[config.mk]
export PLATFORM = sky130hd
export DESIGN_NAME = lcd_bus_ctrl_flat
export DESIGN_NICKNAME = d
export VERILOG_FILES = /design/src/rtl/lcd_bus_ctrl_if.sv /design/src/rtl/lcd_bus_ctrl.sv /design/src/flat_wrapper.sv
export SDC_FILE = /design/constraint.sdc
export NUM_CORES = 1
export LEC_CHECK = 0
export CAP_MARGIN = 5
export CORE_UTILIZATION = 30
export DETAILED_ROUTE_END_ITERATION = 8
export GPL_ROUTABILITY_DRIVEN = 0
export SLEW_MARGIN = 20
export SYNTH_ARGS = -nofsm -noshare
export SYNTH_HDL_FRONTEND = slang
export SYNTH_SLANG_ARGS = --single-unit
[constraint.sdc]
create_clock -name clk_i -period 5.6 [get_ports clk_i]
set_input_delay 1.4 -clock clk_i [delete_from_list [all_inputs] [get_ports clk_i]]
set_output_delay 1.4 -clock clk_i [all_outputs]
set_load 0.02 [all_outputs]
[src/rtl/lcd_bus_ctrl_if.sv]
// Store-side and HD44780-side signals of the LCD bus controller.
interface lcd_bus_ctrl_if;
  logic        lcd_wr_i;
  logic [31:0] lcd_wdata_i;
  logic        lcd_busy_o;
  logic        lcd_ovf_o;
  logic        lcd_on_o;
  logic        lcd_en_o;
  logic        lcd_rs_o;
  logic        lcd_rw_o;
  logic [7:0]  lcd_data_o;

  // Core/store side: drives strobes, observes status and pins.
  modport master (
    output lcd_wr_i, lcd_wdata_i,
    input  lcd_busy_o, lcd_ovf_o, lcd_on_o, lcd_en_o, lcd_rs_o, lcd_rw_o, lcd_data_o
  );

  // Controller side.
  modport slave (
    input  lcd_wr_i, lcd_wdata_i,
    output lcd_busy_o, lcd_ovf_o, lcd_on_o, lcd_en_o, lcd_rs_o, lcd_rw_o, lcd_data_o
  );
endinterface

[src/rtl/lcd_bus_ctrl.sv]
// Write-only HD44780 bus controller: turns one-cycle store strobes into timed
// LCD bus cycles (setup, EN pulse, hold, execution wait) with a 1-deep pending
// buffer, a sticky overflow flag and a pollable busy flag. All outputs registered.
module lcd_bus_ctrl #(
  parameter int unsigned T_SETUP = 2,
  parameter int unsigned T_EN    = 12,
  parameter int unsigned T_HOLD  = 2,
  parameter int unsigned T_EXEC  = 2000,
  parameter int unsigned T_CLEAR = 82000,
  parameter int unsigned CNT_W   = 17
) (
  input  logic          clk_i,
  input  logic          rst_ni,
  lcd_bus_ctrl_if.slave bus
);

  typedef enum logic [2:0] {StIdle, StSetup, StEnHi, StHold, StExec} state_e;

  localparam logic [CNT_W-1:0] SetupLast = CNT_W'(T_SETUP - 1);
  localparam logic [CNT_W-1:0] EnLast    = CNT_W'(T_EN - 1);
  localparam logic [CNT_W-1:0] HoldLast  = CNT_W'(T_HOLD - 1);
  localparam logic [CNT_W-1:0] ExecLast  = CNT_W'(T_EXEC - 1);
  localparam logic [CNT_W-1:0] ClearLast = CNT_W'(T_CLEAR - 1);

  state_e           state_q, state_d;
  logic [CNT_W-1:0] cnt_q, cnt_d;
  logic             pend_valid_q, pend_valid_d;
  logic             pend_on_q, pend_on_d;
  logic             pend_rs_q, pend_rs_d;
  logic [7:0]       pend_data_q, pend_data_d;
  logic             on_q, on_d;
  logic             rs_q, rs_d;
  logic [7:0]       data_q, data_d;
  logic             en_q, en_d;
  logic             busy_q, busy_d;
  logic             ovf_q, ovf_d;

  logic             wr_ctrl, wr_norm;
  logic             take_new, take_pend;
  logic             is_clear;
  logic [CNT_W-1:0] exec_last;

  // Bits of the store word that carry no meaning for the LCD.
  logic unused_wdata;
  assign unused_wdata = ^{bus.lcd_wdata_i[29:10], bus.lcd_wdata_i[8]};

  assign wr_ctrl = bus.lcd_wr_i & bus.lcd_wdata_i[30];
  assign wr_norm = bus.lcd_wr_i & ~bus.lcd_wdata_i[30];

  // Clear/home commands need the long execution wait.
  assign is_clear  = ~rs_q & (data_q inside {8'h01, 8'h02, 8'h03});
  assign exec_last = is_clear ? ClearLast : ExecLast;

  // Next-state: bus-cycle sequencing, pending buffer and overflow flag.
  always_comb begin
    state_d      = state_q;
    cnt_d        = cnt_q + 1'b1;
    take_new     = 1'b0;
    take_pend    = 1'b0;
    pend_valid_d = pend_valid_q;
    pend_on_d    = pend_on_q;
    pend_rs_d    = pend_rs_q;
    pend_data_d  = pend_data_q;
    on_d         = on_q;
    rs_d         = rs_q;
    data_d       = data_q;
    ovf_d        = ovf_q;

    unique case (state_q)
      StIdle: begin
        cnt_d = '0;
        if (wr_norm) begin
          state_d  = StSetup;
          take_new = 1'b1;
        end
      end
      StSetup: begin
        if (cnt_q == SetupLast) begin
          state_d = StEnHi;
          cnt_d   = '0;
        end
      end
      StEnHi: begin
        if (cnt_q == EnLast) begin
          state_d = StHold;
          cnt_d   = '0;
        end
      end
      StHold: begin
        if (cnt_q == HoldLast) begin
          state_d = StExec;
          cnt_d   = '0;
        end
      end
      StExec: begin
        if (cnt_q == exec_last) begin
          cnt_d = '0;
          if (pend_valid_q) begin
            state_d   = StSetup;
            take_pend = 1'b1;
          end else if (wr_norm) begin
            // Back-to-back with no idle cycle; pending stays empty.
            state_d  = StSetup;
            take_new = 1'b1;
          end else begin
            state_d = StIdle;
          end
        end
      end
      default: begin
        state_d = StIdle;
        cnt_d   = '0;
      end
    endcase

    if (take_pend) begin
      on_d         = pend_on_q;
      rs_d         = pend_rs_q;
      data_d       = pend_data_q;
      pend_valid_d = 1'b0;
    end

    if (take_new) begin
      on_d   = bus.lcd_wdata_i[31];
      rs_d   = bus.lcd_wdata_i[9];
      data_d = bus.lcd_wdata_i[7:0];
    end

    // A word not started directly is buffered; the slot frees the same cycle
    // the pending word is handed to SETUP, so that case never drops.
    if (wr_norm && !take_new) begin
      if (!pend_valid_q || take_pend) begin
        pend_valid_d = 1'b1;
        pend_on_d    = bus.lcd_wdata_i[31];
        pend_rs_d    = bus.lcd_wdata_i[9];
        pend_data_d  = bus.lcd_wdata_i[7:0];
      end else begin
        ovf_d = 1'b1;
      end
    end

    // Clear wins over a same-cycle set.
    if (wr_ctrl) begin
      ovf_d = 1'b0;
    end

    en_d   = (state_d == StEnHi);
    busy_d = (state_d != StIdle) | pend_valid_d;
  end

  // State and output registers; reset drops EN and busy immediately.
  always_ff @(posedge clk_i or negedge rst_ni) begin
    if (!rst_ni) begin
      state_q      <= StIdle;
      cnt_q        <= '0;
      pend_valid_q <= 1'b0;
      pend_on_q    <= 1'b0;
      pend_rs_q    <= 1'b0;
      pend_data_q  <= '0;
      on_q         <= 1'b0;
      rs_q         <= 1'b0;
      data_q       <= '0;
      en_q         <= 1'b0;
      busy_q       <= 1'b0;
      ovf_q        <= 1'b0;
    end else begin
      state_q      <= state_d;
      cnt_q        <= cnt_d;
      pend_valid_q <= pend_valid_d;
      pend_on_q    <= pend_on_d;
      pend_rs_q    <= pend_rs_d;
      pend_data_q  <= pend_data_d;
      on_q         <= on_d;
      rs_q         <= rs_d;
      data_q       <= data_d;
      en_q         <= en_d;
      busy_q       <= busy_d;
      ovf_q        <= ovf_d;
    end
  end

  assign bus.lcd_busy_o = busy_q;
  assign bus.lcd_ovf_o  = ovf_q;
  assign bus.lcd_on_o   = on_q;
  assign bus.lcd_en_o   = en_q;
  assign bus.lcd_rs_o   = rs_q;
  assign bus.lcd_rw_o   = 1'b0;
  assign bus.lcd_data_o = data_q;

endmodule

[src/flat_wrapper.sv]
// flat-port wrapper written by rule: the top's interface ports become plain ports
module lcd_bus_ctrl_flat 
#(
  parameter int unsigned T_SETUP = 2,
  parameter int unsigned T_EN    = 12,
  parameter int unsigned T_HOLD  = 2,
  parameter int unsigned T_EXEC  = 2000,
  parameter int unsigned T_CLEAR = 82000,
  parameter int unsigned CNT_W   = 17
)
  (clk_i, rst_ni, bus_lcd_wr_i, bus_lcd_wdata_i, bus_lcd_busy_o, bus_lcd_ovf_o, bus_lcd_on_o, bus_lcd_en_o, bus_lcd_rs_o, bus_lcd_rw_o, bus_lcd_data_o);
  lcd_bus_ctrl_if bus_i ();
  input  logic clk_i;
  input  logic rst_ni;
  input wire logic [$bits(bus_i.lcd_wr_i)-1:0] bus_lcd_wr_i;
  input wire logic [$bits(bus_i.lcd_wdata_i)-1:0] bus_lcd_wdata_i;
  output wire logic [$bits(bus_i.lcd_busy_o)-1:0] bus_lcd_busy_o;
  output wire logic [$bits(bus_i.lcd_ovf_o)-1:0] bus_lcd_ovf_o;
  output wire logic [$bits(bus_i.lcd_on_o)-1:0] bus_lcd_on_o;
  output wire logic [$bits(bus_i.lcd_en_o)-1:0] bus_lcd_en_o;
  output wire logic [$bits(bus_i.lcd_rs_o)-1:0] bus_lcd_rs_o;
  output wire logic [$bits(bus_i.lcd_rw_o)-1:0] bus_lcd_rw_o;
  output wire logic [$bits(bus_i.lcd_data_o)-1:0] bus_lcd_data_o;
  assign bus_i.lcd_wr_i = bus_lcd_wr_i;
  assign bus_i.lcd_wdata_i = bus_lcd_wdata_i;
  assign bus_lcd_busy_o = bus_i.lcd_busy_o;
  assign bus_lcd_ovf_o = bus_i.lcd_ovf_o;
  assign bus_lcd_on_o = bus_i.lcd_on_o;
  assign bus_lcd_en_o = bus_i.lcd_en_o;
  assign bus_lcd_rs_o = bus_i.lcd_rs_o;
  assign bus_lcd_rw_o = bus_i.lcd_rw_o;
  assign bus_lcd_data_o = bus_i.lcd_data_o;
  lcd_bus_ctrl #(.T_SETUP(T_SETUP), .T_EN(T_EN), .T_HOLD(T_HOLD), .T_EXEC(T_EXEC), .T_CLEAR(T_CLEAR), .CNT_W(CNT_W)) u_core (.clk_i(clk_i), .rst_ni(rst_ni), .bus(bus_i));
endmodule
==> Yosys cells after proc, flatten, opt, wreduce, memory -nomap -nowiden <==
Cells that the tools add are included.
{ "classes": {"reduce_logical": 12, "bitwise": 6, "mux": 32, "addsub": 1, "eq_ne": 12} }
{ "ops": {"columns": ["operator", "n"], "rows": [
  ["17-bit 2-to-1 mux", 4],
  ["17-bit one-hot mux with 3 select lines", 1],
  ["3-bit 2-to-1 mux", 6],
  ["17-bit by 1-bit adder with 17-bit output, second input constant", 1],
  ["17-bit by 1-bit == test with 1-bit output, second input constant", 1],
  ["17-bit == test", 1],
  ["17-bit by 4-bit == test with 1-bit output, second input constant", 1],
  ["1-bit 2-to-1 mux", 17],
  ["8-bit by 2-bit == test with 1-bit output, second input constant", 2],
  ["8-bit 2-to-1 mux", 2],
  ["3-bit one-hot mux with 5 select lines", 1],
  ["3-bit by 2-bit == test with 1-bit output, second input constant", 3],
  ["8-bit by 1-bit == test with 1-bit output, second input constant", 1],
  ["3-bit nonzero test", 2],
  ["2-bit AND reduction", 2],
  ["2-bit nonzero test", 2],
  ["1-bit bitwise AND", 3],
  ["3-bit by 1-bit == test with 1-bit output, second input constant", 1],
  ["3-bit == test, second input constant", 1],
  ["3-bit zero test", 1],
  ["1-bit zero test", 2],
  ["2-bit by 1-bit != test with 1-bit output, second input constant", 1],
  ["1-bit inverter", 2],
  ["1-bit one-hot mux with 2 select lines", 1],
  ["4 further kinds", 4]
]} }
{ "word_totals": {"out_inout_bits": 14, "register_bits": 44, "input_bits": 35, "elab_cells": 75} }

==> Logic depth before layout (Yosys ltp) <==
Gate-level depths: netlist of run 1.
{ "logic_depth": {"depth_word": 11, "mapped_depth": 7, "mapped_depth_nobuf": 7} }

==> Worst setup path after synthesis of run 1 <==
No wires, ideal clock.
{ "synth_path": {"path_kind": "in2reg", "start": "input port bus_lcd_wr_i", "end": "register u_core.data_q[0] (netlist: u_core.bus.lcd_data_o[0])", "t_arrival_ns": 2.605, "slack_ns": 2.929, "setup_ns": 0.065, "stages": 6, "n_path_buf": 1, "required_time_ns": 5.535, "cell_sequence": "or2b_2 > nor3_1 > inv_1 > clkbuf_1 > o21ai_2 > o221a_2"} }
{ "synth_between": {"elab_chain_len": 6} }
{ "synth_lines": {"columns": ["item", "line", "source"], "rows": [
  ["start: declaration", "flat_wrapper.sv:15", "input wire logic [$bits(bus_i.lcd_wr_i)-1:0] bus_lcd_wr_i;"],
  ["1-bit bitwise AND *", "lcd_bus_ctrl.sv:48", "assign wr_norm = bus.lcd_wr_i & ~bus.lcd_wdata_i[30];"],
  ["1-bit 2-to-1 mux *", "lcd_bus_ctrl.sv:72, lcd_bus_ctrl.sv:101", null],
  ["1-bit 2-to-1 mux", "lcd_bus_ctrl.sv:98", "if (pend_valid_q) begin"],
  ["1-bit 2-to-1 mux", "lcd_bus_ctrl.sv:96", "if (cnt_q == exec_last) begin"],
  ["1-bit one-hot mux with 2 select lines *", "lcd_bus_ctrl.sv:69", "unique case (state_q)"],
  ["8-bit 2-to-1 mux or 2-bit nonzero test (tied branches)", null, null],
  ["end signal: assignment", "lcd_bus_ctrl.sv:175", "data_q <= data_d;"],
  ["end: declaration", "lcd_bus_ctrl.sv:33", "logic [7:0] data_q, data_d;"]
]} }
Every way passes the cells marked *; elsewhere a longest branch is shown, timed or not.
A chain may end at the register's enable or synchronous reset.

==> Worst setup path in the final report of run 1 <==
{ "layout_path": {"start": "input port bus_lcd_wr_i", "end": "register u_core.data_q[4] (netlist: u_core.bus.lcd_data_o[4])"} }
The elaborated chain is that of the path after synthesis.

==> results of run 1 <==
[cell usage after synthesis, types with 2 or more instances]
library cell  count  area, um^2
dfrtp_1          44        1100
clkbuf_1          3        11.3
xnor2_1           6        52.6
o221a_2          10         113
xor2_1           10        87.6
o21a_1            2        15.0
and3_1            2        12.5
nor3_1            3        15.0
or3_1            10        62.6
ha_1              2        25.0
mux2_2           10         113
nor2_1           31         116
nor4_1            3        18.8
nand2_1          11        41.3
inv_1             5        18.8
and3_2            2        15.0
o211ai_1          3        22.5
buf_2             2        10.0
o21ai_0           7        35.0
nand4_1           5        31.3
nand3_1           8        40.0
[metal layers]
| metal | vias up | GRT usage |
|---|---|---|
| met3 | 9 | 0.0352 |
| met5 | - | 0 |
| li1 | 760 | - |
| met2 | 29 | 0.196 |
| met1 | 750 | 0.171 |
| met4 | 0 | 0.0621 |
[final timing paths]
check,endpoint
setup reg to reg,u_core.pend_data_q[5]
hold / removal,u_core.cnt_q[0]
hold reg to reg,u_core.cnt_q[0]
min in group asynchronous,u_core.bus.lcd_data_o[3]
max in group asynchronous,u_core.cnt_q[14]
setup / recovery,u_core.bus.lcd_data_o[4]
[layout make-up]
type                       instances  area, um^2  share of cell area
inverter                           5        18.8             0.00722
tap                               96         120              0.0462
clock inverter                     2        38.8              0.0149
clock buffer                       6        82.6              0.0318
timing repair buffer              26         255              0.0982
sequential                        44        1100               0.424
multi-input combinational        143         982               0.378
[sequential cells by signal, summed over array words and instances (netlist names)]
register               cells
u_core.bus.lcd_data_o      8
u_core.pend_data_q         8
u_core.pend_rs_q           1
u_core.pend_on_q           1
u_core.cnt_q              17
u_core.bus.lcd_en_o        1
u_core.bus.lcd_ovf_o       1
u_core.pend_valid_q        1
u_core.bus.lcd_busy_o      1
u_core.bus.lcd_on_o        1
u_core.state_q             3
u_core.bus.lcd_rs_o        1
[stage by stage]
stage               instances  instance area, um^2  hold slack, ps
floorplan                 199                 2140             473
global placement          314                 2480             491
detailed placement        314                 2480             501
CTS                       322                 2600             521
global route              322                 2600             535
finish                    322                 2600             517
[cell usage in the layout (no fill, tap or decap), drive strengths merged, types with 2 or more instances in the layout]
cell type,synthesis,layout
nor4,4,4
o221a,10,10
nand3,8,8
xnor2,6,6
inv,5,5
ha,2,2
o211ai,3,3
xor2,10,10
nand4,5,5
nand2,11,11
o21ai,8,8
and3,4,4
nor2,31,31
o21a,2,2
mux2,11,11
or3,11,11
clkdlybuf4s50,0,25
dfrtp,44,44
a31oi,2,2
nor3,3,3
clkbuf,4,6
[cell families after synthesis]
logic type	synth area share
other	0.00175
buffers and inverters	0.0257
AOI/OAI and AO/OA	0.128
adders and majority gates	0.0117
DFF	0.515
xor gates and xnor gates	0.0655
and+or+nand+nor	0.193
muxes	0.0597
[power by group through the flow]
| stage | clock (mW) | sequential (mW) | combinational (mW) |
|---|---|---|---|
| after floorplan | 0 | 0.530 | 0.240 |
| after global placement | 0 | 0.511 | 0.405 |
| after detailed placement | 0 | 0.514 | 0.408 |
| after CTS | 0.264 | 0.507 | 0.410 |
| after global routing | 0.278 | 0.523 | 0.452 |
| final | 0.259 | 0.509 | 0.407 |
==> summary.md, run 1 <==
| Metric | Value |
|---|---|
| Outcome | finished clean |
| Post-Syn Area per Cell | 10.7 um^2 |
| DRC viols | 0 |
| Crit-path leading delay family | compound AO/OA/AOI/OAI gates |
| Worst Tran Pin Value | just under 1000 ps |
| Number of setup violations in the final report | 0 |
| Layout Nets | around 260 |
| Hold buffer count at cts | 0 |
| Die ar. | 7470 um^2 |
| Vias in the first global route | 1607 |
| HP Start | u_core.cnt_q[0] |
| Core Region | around 6800 um^2 |
| CP peak stage delay | between 500 and 600 ps |
| N_diodes | 0 |
| RSZ-0062 raised after global routing | no |
| Initial Util | 0.313 |
| Final period util | 0.559 |
| Peak VDD IR | about 0.12 mV |
| Slew Limit Fails | 0 |
| Internal power | about 770 uW |
| Vias post-DR | 1548 |
| Highest routed layer | met4 |
| Worst Path Arrival | 3380 ps |
| Vias/cell | 4.81 |
| RR Startpoint | u_core.bus.lcd_data_o[3] |
| Top_reg_cell synth | dfrtp_1 |
| Post-CTS setup buffers | 0 |
| Routed WL per cell | 13.4 um |
| # fillers | 690 |
| Fmax | roughly 0.32 GHz |
| Port Buffers | 26 |
| Final hold vios | 0 |
| Classification of the worst setup path | input port to register |
| CTS tree | done |
| First-pass GRT wire length | 7420 um |
| Switching part of the total | 0.348 |
| Fraction of layout cells with a size suffix above 1 | 0.177 |
| Slowest stage cell on the critical path | clkdlybuf4s50_1 |
| LEAKAGE | 1.02 nW |
| Combinational group share of total power | 0.346 |
| CP Capture Type | register |
| Reg clk slew, reported paths | roughly 90 ps |
| Grt ovf | 0 |
| Row count | 30 |
| Startpoint types | input port |
| R2R depth | 6 |
| Post-CTS resize count | 0 |
| Cell Chain, Critical Path | clkdlybuf4s50_1, or2b_2, nor3_1, inv_1, o21ai_2, o221a_2 |
| P_sw | a little over 400 uW |
| Critical path depth | 6 |
| CTS Buf Count | 5 |
| Met3 WL | 177 um |
| CTS Sinks | 44 |
| CTS Root Cell | clkbuf_8 |
| Synth unique cells | 41 |
| #FFs+latches synth | 44 |
| H-tree Lvls | 2 |
| Ys async rst share | 1.00 |
| Routed Antenna Nets | 0 |
| Total GRT Usage | 0.129 |
| Skew-Pair Late Insertion Delay | 310 ps |
| Req. time, crit path | 5850 ps |
| Met2 WL | 1890 um |
| Ys Warns | 0 |
| Post-synth EDFFs | 0 |
| Initial antenna violation count | 0 |
| WL final | 4300 um |
| Pwr per Cell Area | 452 nW/um^2 |
| # Max-Cap Violations | 0 |
| Die width | 86.4 um |
| PnR worst setup slack | 2470 ps |
| Chip height | 86.4 um |
| Clk_skew | 11.3 ps |
| Reg-to-reg slack, setup | 2920 ps |
| Iteration-0 DRC count of the detailed router | 62 |
| WL met1 | between 2000 and 2500 um |
| Slew margin rel. | 0.354 |
| Number of buffers on the longest clock path | 2 |
| Final Util | 0.380 |
| Setup TNS | 0 ps |
| CP startpoint | bus_lcd_wr_i |
| Mapped Nets | 236 |
| Largest net degree at the start of global routing | 45 |
| Min Clock Period, post-route | 3130 ps |
| Hold Path Depth | 1 |
| Synthesis-to-layout area growth | 21.5% |
| Synth Cell Area | about 2100 um^2 |
| Crit path max fanout | 12 |
| Cell count after synthesis | 199 |
| Design Power | ~1.2 mW |
| Pre-CTS WS | about 2200 ps |
| DP Wirelength | 2870 um |
| Register area share after synthesis | 0.515 |
| Clock network fraction of design power | 0.220 |
| Hold crit path type | register to register |
| CP Buf/Inv Count | 2 |
| Sequential Power Share | 0.433 |
| Io pins | approximately 50 |
| Drt first pass iters | 4 |
Power figures use the tool's default switching activity.
==> run 2, diff against run 1 <==
clock period = 2.7 ns   (was 5.6 ns; I/O delays follow)
==> summary.md, run 2 (same netlist as run 1, synthesis figures left out) <==
| Metric | Value |
|---|---|
| # Max-Cap Violations | 0 (unchanged) |
| Layout Nets | 273 (+4.2%) |
| LEAKAGE | 1.08 nW (+5.1%) |
| CTS Root Cell | clkbuf_8 |
| Routed WL per cell | 13.1 um (-1.8%) |
| Reg clk slew, reported paths | 90 ps (about the same) |
| Core Region | 6830 um^2 (unchanged) |
| Min Clock Period, post-route | 2580 ps |
| DP Wirelength | 3000 um (+4.4%) |
| Sequential Power Share | 0.424 (-0.009) |
| Reg-to-reg slack, setup | 120 ps (-2800 ps) |
| First-pass GRT wire length | 7660 um (+3.2%) |
| GR peak layer | met2 |
| CTS Sinks | 44 (unchanged) |
| Switching part of the total | 0.349 (+0.000631) |
| Routed Antenna Nets | 0 (unchanged) |
| Worst Path Arrival | 2760 ps (-620 ps) |
| Die width | 86.4 um (unchanged) |
| CP Capture Type | register |
| Total GRT Usage | 0.132 (+0.00255) |
| Row count | 30 (unchanged) |
| Hold buffer count at cts | 0 (unchanged) |
| Placed Area | 2570 um^2 (+3.8%) |
| Met2 Use GR | 0.205 (+0.00938) |
| Final hold vios | 0 (unchanged) |
| Slew margin rel. | 0.594 (+0.241) |
| Io pins | 49 (unchanged) |
| Clk_skew | 12.4 ps (+1.03 ps) |
| Fraction of layout cells with a size suffix above 1 | 0.215 (+0.0382) |
| R2R Path End | u_core.pend_on_q |
| Skew-Pair Late Insertion Delay | 300 ps (about the same) |
| Iteration-0 DRC count of the detailed router | 47 (-24%) |
| P_sw | 861 uW (+110%) |
| Vias post-DR | 1600 (+3.4%) |
| Startpoint types | register |
| Vias in the first global route | 1606 (-0.062%) |
| H-tree Lvls | 2 (unchanged) |
| Hold crit path type | input port to async pin |
| CTS tree | done |
| Final period util | 0.955 |
| Post-CTS setup buffers | 0 (unchanged) |
| Crit path max fanout | 10 (-2) |
| RSZ-0062 raised after global routing | no |
| Pwr per Cell Area | 918 nW/um^2 (+100%) |
| Initial Util | 0.313 (unchanged) |
| R2R depth | 7 (+1) |
| Req. time, crit path | 2880 ps (-2970 ps) |
| N_diodes | 0 (unchanged) |
| Chip height | 86.4 um (unchanged) |
| Max FFs per register | 17 (unchanged) |
| Number of buffers on the longest clock path | 2 (unchanged) |
| Fmax | 0.388 GHz |
| Combinational group share of total power | 0.366 (+0.020) |
| Internal power | 1.61 mW (+110%) |
| Largest net degree at the start of global routing | 28 (-38%) |
| Grt ovf | 0 (unchanged) |
| Worst Tran Pin Value | 609 ps (-361 ps) |
| WL final | 4370 um (+1.5%) |
| Vias/cell | 4.80 (about the same) |
| Die ar. | 7470 um^2 (unchanged) |
| CTS Buf Count | 5 (unchanged) |
| Number of setup violations in the final report | 0 (unchanged) |
| DRC viols | 0 (unchanged) |
| GR Util met3 | 0.0305 (-0.00476) |
| Port Buffers | 26 (unchanged) |
| Classification of the worst setup path | register to register |
| Clock network fraction of design power | 0.211 (-0.009) |
| Outcome | finished clean |
| Most frequent cells in the layout | dfrtp_1, nor2_1, clkdlybuf4s50_1 |
| Peak VDD IR | 0.238 mV (+100%) |
| Most flop-heavy register | u_core.cnt_q |
| RR Startpoint | u_core.bus.lcd_data_o[3] |
| Met1 Usage GRT | 0.178 (+0.00681) |
| Most common cell after layout, fill and taps aside | dfrtp_1 |
| Drt first pass iters | 4 (unchanged) |
| Initial antenna violation count | 0 (unchanged) |
| Synthesis-to-layout area growth | 25.7% |
| Finished Cell Area | 2690 um^2 (+3.4%) |
| Slew Limit Fails | 0 (unchanged) |
| Post-CTS resize count | 0 (unchanged) |
| Setup TNS | 0 ps (unchanged) |
run 2: changes by cell type in the layout (fill, tap and decap cells not counted):
| cell | change |
|---|---|
| buf_4 | +10 |
| buf_12 | +1 |
| clkbuf_8 | -1 |
| clkinv_4 | -1 |
| clkinvlp_4 | +1 |
| inv_6 | +1 |
run 2: stage by stage:
step | hold slack, ps | power, mW | cells | utilization | worst slack (ps)
4_1_cts | 392 | 2.49 | 333 | 0.393 | 105
5_1_grt | 414 | 2.64 | 333 | 0.393 | 38.6
6_report | 367 | 2.47 | 333 | 0.393 | 121
3_3_place_gp | 490 | 1.95 | 325 | 0.377 | 168
2_1_floorplan | 379 | 1.60 | 199 | - | 249
3_5_place_dp | 500 | 1.97 | 325 | 0.377 | 128
run 2: cell type report:
type	count	area, um^2
multi-input cells	143	982
inverters	5	18.8
clock inverters	3	46.3
well taps	96	120
flip-flops and latches	44	1100
fillers	684	4140
clock buffers	5	68.8
repair buffers	37	350
run 2: routing by layer:
metal  routed length, um  up-vias
li1                    -      783
met1                2110      767
met2                1990       45
met3                 216        5
met4                  56        0
met5                   0        -
run 2: worst max path at each step:
stage	from	to	slack, ps
after detailed placement	u_core.bus.lcd_data_o[3]	u_core.pend_data_q[6]	130
after floorplan	u_core.bus.lcd_data_o[3]	u_core.pend_data_q[0]	250
final	u_core.bus.lcd_data_o[3]	u_core.pend_on_q	120
after global routing	u_core.bus.lcd_data_o[3]	u_core.pend_on_q	40
after CTS	u_core.bus.lcd_data_o[3]	u_core.pend_data_q[6]	110
after global placement	u_core.bus.lcd_data_o[3]	u_core.pend_on_q	170
run 2: worst max-delay path, cell delays in order, from the launching register on:
cell,delay (ps)
dfrtp_1,420
nor4_1,350
o211a_1,230
mux2_4,330
or3_4,420
a31oi_4,220
buf_12,160
mux2_2,330
run 2: power groups by stage:
| stage | clock network, mW | logic, mW | registers (mW) |
|---|---|---|---|
| floorplan | 0 | 0.497 | 1.10 |
| global placement | 0 | 0.901 | 1.05 |
| detailed placement | 0 | 0.910 | 1.06 |
| CTS | 0.533 | 0.915 | 1.04 |
| global route | 0.563 | 0.996 | 1.08 |
| finish | 0.520 | 0.902 | 1.05 |
==> run 3, diff against run 2 <==
GPL_ROUTABILITY_DRIVEN = 1   (was 0)
clock period = 2.4 ns   (was 2.7 ns; I/O delays follow)
==> summary.md, run 3 (same netlist as run 1, synthesis figures left out) <==
| Metric | Value |
|---|---|
| Reg clk slew, reported paths | 80 ps (about the same) |
| Initial antenna violation count | 0 (unchanged) |
| Slew margin rel. | 0.652 (+0.0579) |
| H-tree Lvls | 2 (unchanged) |
| Finished Cell Area | 2780 um^2 (+3.4%) |
| Layout Nets | 286 (+4.8%) |
| Routed WL per cell | 13.2 um (+0.74%) |
| LEAKAGE | 1.13 nW (+5.3%) |
| Chip height | 86.4 um (unchanged) |
| Die width | 86.4 um (unchanged) |
| Io pins | 49 (unchanged) |
| Pwr per Cell Area | 991 nW/um^2 (+8.0%) |
| R2R depth | 7 (unchanged) |
| Crit path max fanout | 5 (-5) |
| Final hold vios | 0 (unchanged) |
| Port Buffers | 26 (unchanged) |
| Vias post-DR | 1646 (+2.9%) |
| Vias in the first global route | 1749 (+8.9%) |
| Number of setup violations in the final report | 0 (unchanged) |
| # fillers | 704 (+2.9%) |
| Most frequent cells in the layout | dfrtp_1, nor2_1, clkdlybuf4s50_1 |
| Hold buffer count at cts | 0 (unchanged) |
| CP startpoint | u_core.bus.lcd_rs_o |
| Worst Path Arrival | 2520 ps (-240 ps) |
| CTS tree | done |
| Total GRT Usage | 0.141 (+0.00895) |
| Core Region | 6830 um^2 (unchanged) |
| Grt ovf | 0 (unchanged) |
| DP Wirelength | 3300 um (+9.8%) |
| CTS Sinks | 44 (unchanged) |
| Critical path depth | 7 (unchanged) |
| CTS Root Cell | clkbuf_8 |
| RR Startpoint | u_core.bus.lcd_rs_o |
| Iteration-0 DRC count of the detailed router | 85 (+81%) |
| Hold crit path type | input port to async pin |
| WL final | 4570 um (+4.7%) |
| Peak VDD IR | 0.295 mV (+24%) |
| Multi-input logic area | 1000 um^2 (+2.2%) |
| Vias/cell | 4.76 (-0.99%) |
| Most common cell after layout, fill and taps aside | dfrtp_1 |
| Row count | 30 (unchanged) |
| Die ar. | 7470 um^2 (unchanged) |
| Startpoint types | register |
| Slew Limit Fails | 0 (unchanged) |
| Skew-Pair Late Insertion Delay | 290 ps (about the same) |
| Final period util | 0.978 (+0.0231) |
| Sequential Area | 1100 um^2 (+0.11%) |
| Outcome | finished clean |
| DRC viols | 0 (unchanged) |
| Initial Util | 0.313 (unchanged) |
| CP Buf/Inv Count | 1 (unchanged) |
| CTS Buf Count | 5 (unchanged) |
| Largest net degree at the start of global routing | 24 (-14%) |
| Clk_skew | 6.02 ps (-6.35 ps) |
| CP peak stage delay | 390 ps (-30 ps) |
| Hold WS | 274 ps (-92.7 ps) |
| Crit-path leading delay family | multiplexers |
| Fraction of layout cells with a size suffix above 1 | 0.260 (+0.0448) |
| # Max-Cap Violations | 0 (unchanged) |
| Max FFs per register | 17 (unchanged) |
| GPL Wtd Cong | 0.808 |
| Synthesis-to-layout area growth | 29.9% |
| Number of buffers on the longest clock path | 2 (unchanged) |
| Classification of the worst setup path | register to register |
| CP Capture Type | register |
| Worst Tran Pin Value | 522 ps (-86.9 ps) |
| Post-CTS setup buffers | 0 (unchanged) |
| Most flop-heavy register | u_core.cnt_q |
| Routed Antenna Nets | 0 (unchanged) |
| Drt first pass iters | 4 (unchanged) |
| Reg-to-reg slack, setup | 50 ps (-70 ps) |
| Cell Chain, Critical Path | nor4_2, o211a_1, mux2_4, or3_4, a31oi_4, buf_6, mux2_2 |
| First-pass GRT wire length | 8340 um (+8.9%) |
| Slowest stage cell on the critical path | dfrtp_1 |
| RSZ-0062 raised after global routing | yes |
| R2R Path End | u_core.pend_rs_q |
| Min Clock Period, post-route | 2350 ps (-231 ps) |
| N_diodes | 0 (unchanged) |
| Fmax | 0.426 GHz (+9.8%) |
| Final Util | 0.407 (+0.0132) |
| Req. time, crit path | 2580 ps (-300 ps) |
| Placed Area | 2660 um^2 (+3.4%) |
| CP Capture Point | u_core.pend_rs_q |
-- run 3: worst min-delay path by stage --
stage | start | to | slack [ps] | cells past startpoint
2_1_floorplan | rst_ni | u_core.bus.lcd_busy_o | 300 | 0
3_3_place_gp | u_core.pend_on_q | u_core.pend_on_q | 490 | 1
3_5_place_dp | u_core.pend_data_q[1] | u_core.pend_data_q[1] | 500 | 1
4_1_cts | rst_ni | u_core.cnt_q[6] | 290 | 1
5_1_grt | rst_ni | u_core.cnt_q[6] | 310 | 1
6_report | rst_ni | u_core.cnt_q[1] | 270 | 1
-- run 3: report_power, final --
group | total, mW | leakage, nW | switching, mW | internal [mW]
clock network | 0.477 | 0.0455 | 0.242 | 0.235
logic | 1.11 | 0.541 | 0.529 | 0.581
registers | 1.17 | 0.547 | 0.188 | 0.979
total | 2.75 | 1.13 | 0.959 | 1.79
-- run 3: repair_timing --
| action | 4_1_cts | 5_1_grt |
|---|---|---|
| cloned | 0 | 0 |
| resized for setup | 1 | 4 |
| pin swaps | 1 | 4 |
| setup endpoints to repair | 16 | 20 |
-- run 3: final cells by class --
cell class / count / share of cell area
multi-input combinational: 143 / 0.361
inverter: 5 / 0.00676
clock buffer: 8 / 0.0324
sequential: 44 / 0.397
tap: 96 / 0.0432
timing repair buffer: 50 / 0.159
-- run 3: routing by layer --
layer | vias up | track usage | wire length (um)
met5 | - | 0 | 0
met4 | 0 | 0.0318 | 30
met3 | 4 | 0.0305 | 162
met2 | 31 | 0.228 | 2160
met1 | 800 | 0.193 | 2220
li1 | 811 | - | -
-- run 3: per-stage QoR --
stage	instances	setup slack [ps]	setup TNS [ps]	power, mW
2_1_floorplan	199	6.16	0	1.80
6_report	346	52.6	0	2.75
5_1_grt	346	-38.1	-560	2.96
4_1_cts	346	-19.7	-87.2	2.79
3_3_place_gp	338	-14.4	-127	2.26
3_5_place_dp	338	-46.6	-404	2.29
==> RTL edit (config.mk and constraints of run 2) <==
`CNT_W` is set to 17 in 2 places; all go to 34.
--- a/src/rtl/lcd_bus_ctrl.sv
+++ b/src/rtl/lcd_bus_ctrl.sv
@@ -8,5 +8,5 @@
   parameter int unsigned T_EXEC  = 2000,
   parameter int unsigned T_CLEAR = 82000,
-  parameter int unsigned CNT_W   = 17
+  parameter int unsigned CNT_W   = 34
 ) (
   input  logic          clk_i,
--- a/src/flat_wrapper.sv
+++ b/src/flat_wrapper.sv
@@ -7,5 +7,5 @@
   parameter int unsigned T_EXEC  = 2000,
   parameter int unsigned T_CLEAR = 82000,
-  parameter int unsigned CNT_W   = 17
+  parameter int unsigned CNT_W   = 34
 )
   (clk_i, rst_ni, bus_lcd_wr_i, bus_lcd_wdata_i, bus_lcd_busy_o, bus_lcd_ovf_o, bus_lcd_on_o, bus_lcd_en_o, bus_lcd_rs_o, bus_lcd_rw_o, bus_lcd_data_o);
Check against the original RTL: no difference found for any inputs over 10 cycles, from zero or initial values and one cycle with rst_ni low; that may be too few to reach the edited logic, so the function may still have changed.
==> RTL edit against run 2 <==
- setup slack gained 87 ps
- non-clock buffer count shrank 5
- worst hold slack gained 110 ps
- synthesized area grew 47%
- largest power group unchanged
- first-iteration DRC count grew to 2.9 times the old value
- sequential cell count grew 17
- total power shrank 18%
- combinational power shrank 86%
- design area grew 42%
- wire length grew 45%
- clock skew shrank 2.2 ps
==> RTL edit: results (changes against run 2) <==
ys_top_cells_by_count: "dfrtp_1 (61), nor2_1 (56), inv_1 (28), nand3_1 (20), xor2_1 (20)"
routed_wl_um: 6330  # +45%
ctsResizeCount: 0  # unchanged
syn_inst: 317  # +59%
leakagePower_nw: 1.71  # +59%
synth.net_count: 354  # +50%
htreeDepth: 3  # +1
wl_per_cell_um: 13.0  # -1.0%
clk_pin_slew_ps: 70  # -20 ps
slew_headroom: 0.485  # -0.109
grt.total_usage: 0.130  # -0.00143
vdd_ir_drop_max_mv: 0.204  # -14%
largest_reg_flops: 34  # +17
drt_iter0_drc: 138  # +190%
clock_skew_ps: 10.2  # -2.18 ps
synth.top_cells.by_area: "dfrtp_1 (48%), nor2_1 (6.7%), xor2_1 (5.6%)"
dp_hpwl_um: 4330  # +44%
rrSetupSlack_ps: 210  # +90 ps
place_inst: 472  # +45%
num_vias: 2319  # +45%
slowest_delay_ps: 440  # +20 ps
rr_startpoint: "u_core.cnt_q[27]"
critPathArrivalTime_ps: 2700  # -60 ps
crit_end: "u_core.pend_data_q[0]"
slowest_stage: "nor4_4"
cp_top_family: "simple AND/OR/NAND/NOR gates"
synth_cell_type_count: 45  # +9.8%
drive_gt1_frac: 0.134  # -0.0817
grt_pass1_vias: 2361  # +47%
clk_latency_ps: 330  # +30 ps
cts_buffers: 9  # +4
num-nets-final: 384  # +41%
grt_max_degree: 62  # +120%
postCtsSetupRepairBufs: 0  # unchanged
yosysSeqAreaShare: 0.485  # -0.0300
status: "finished clean"
grt_pass1_wl_um: 11300  # +47%
==> RTL edit: cell count changes after synthesis, sizes merged, moves of 8 or more <==
| cell | before | now |
|---|---|---|
| nor2 | 31 | 56 |
| inv | 5 | 28 |
| dfrtp | 44 | 61 |
| nand3 | 8 | 20 |
| a221oi | 0 | 10 |
| or3 | 11 | 1 |
| xor2 | 10 | 20 |
| o221a | 10 | 1 |
| nor4 | 4 | 12 |
==> RTL edit: kinds of logic (layout without fill, tap and decap cells) <==
| family | Yosys count | count (layout) | synth area share |
|---|---|---|---|
| buf+inv | 41 | 76 | 0.0537 |
| mux | 11 | 11 | 0.0548 |
| flops | 61 | 61 | 0.485 |
| compound gates | 27 | 27 | 0.0727 |
| fa+ha+maj | 2 | 2 | 0.00795 |
| simple gates | 141 | 141 | 0.233 |
| other cells | 1 | 1 | 0.00119 |
| xor+xnor | 33 | 33 | 0.0918 |
==> RTL edit: report_power, final <==
group / switching (W) / internal (W)
clock: 0.000372 / 0.000543
combinational: 0.0000526 / 0.0000731
sequential: 0.0000209 / 0.000950
==> RTL edit: layer usage <==
layer  vias to the layer above  track usage  part of all wire  wire, um
li1                       1152            -                 -         -
met1                      1127        0.166              0.47      2990
met2                        32        0.211              0.49      3080
met3                         8       0.0238             0.026       166
met4                         0       0.0663             0.015        98
met5                         -            0                 0         0
==> RTL edit: worst register-to-register path: cells and delay by family (launching register included) <==
| kind | cells | cell delay, ps |
|---|---|---|
| AO/OA/AOI/OAI | 1 | 350 |
| AND/OR/NAND/NOR | 4 | 1140 |
| flip-flops | 1 | 430 |
| multiplexers | 1 | 290 |
| buffers and inverters | 1 | 170 |
==> RTL edit: worst min path at each step <==
stage | start | to | slack, ps | cells past startpoint
6_report | rst_ni | u_core.pend_data_q[4] | 480 | 2
5_1_grt | u_core.pend_data_q[1] | u_core.pend_data_q[1] | 530 | 1
4_1_cts | rst_ni | u_core.pend_data_q[4] | 510 | 2
3_5_place_dp | u_core.bus.lcd_ovf_o | u_core.bus.lcd_ovf_o | 490 | 1
3_3_place_gp | u_core.bus.lcd_ovf_o | u_core.bus.lcd_ovf_o | 480 | 1
2_1_floorplan | rst_ni | u_core.bus.lcd_busy_o | 380 | 0
==> RTL edit: through the flow <==
stage | setup WS, ps | utilization | cell area, um^2 | total power [W]
floorplan | 416 | - | 3150 | 0.00105
global placement | 93.2 | 0.350 | 3580 | 0.00111
detailed placement | 79.1 | 0.350 | 3580 | 0.00112
CTS | 175 | 0.372 | 3800 | 0.00204
global route | 67.5 | 0.372 | 3800 | 0.00210
finish | 208 | 0.372 | 3800 | 0.00201
==> RTL edit: layout make-up <==
cell class	instances	area (um^2)
repair buffers	32	325
flip-flops and latches	61	1530
inverters	28	105
clock inverters	6	86.3
fillers	1006	6430
clock buffers	10	138
well taps	136	170
multi-input cells	215	1450
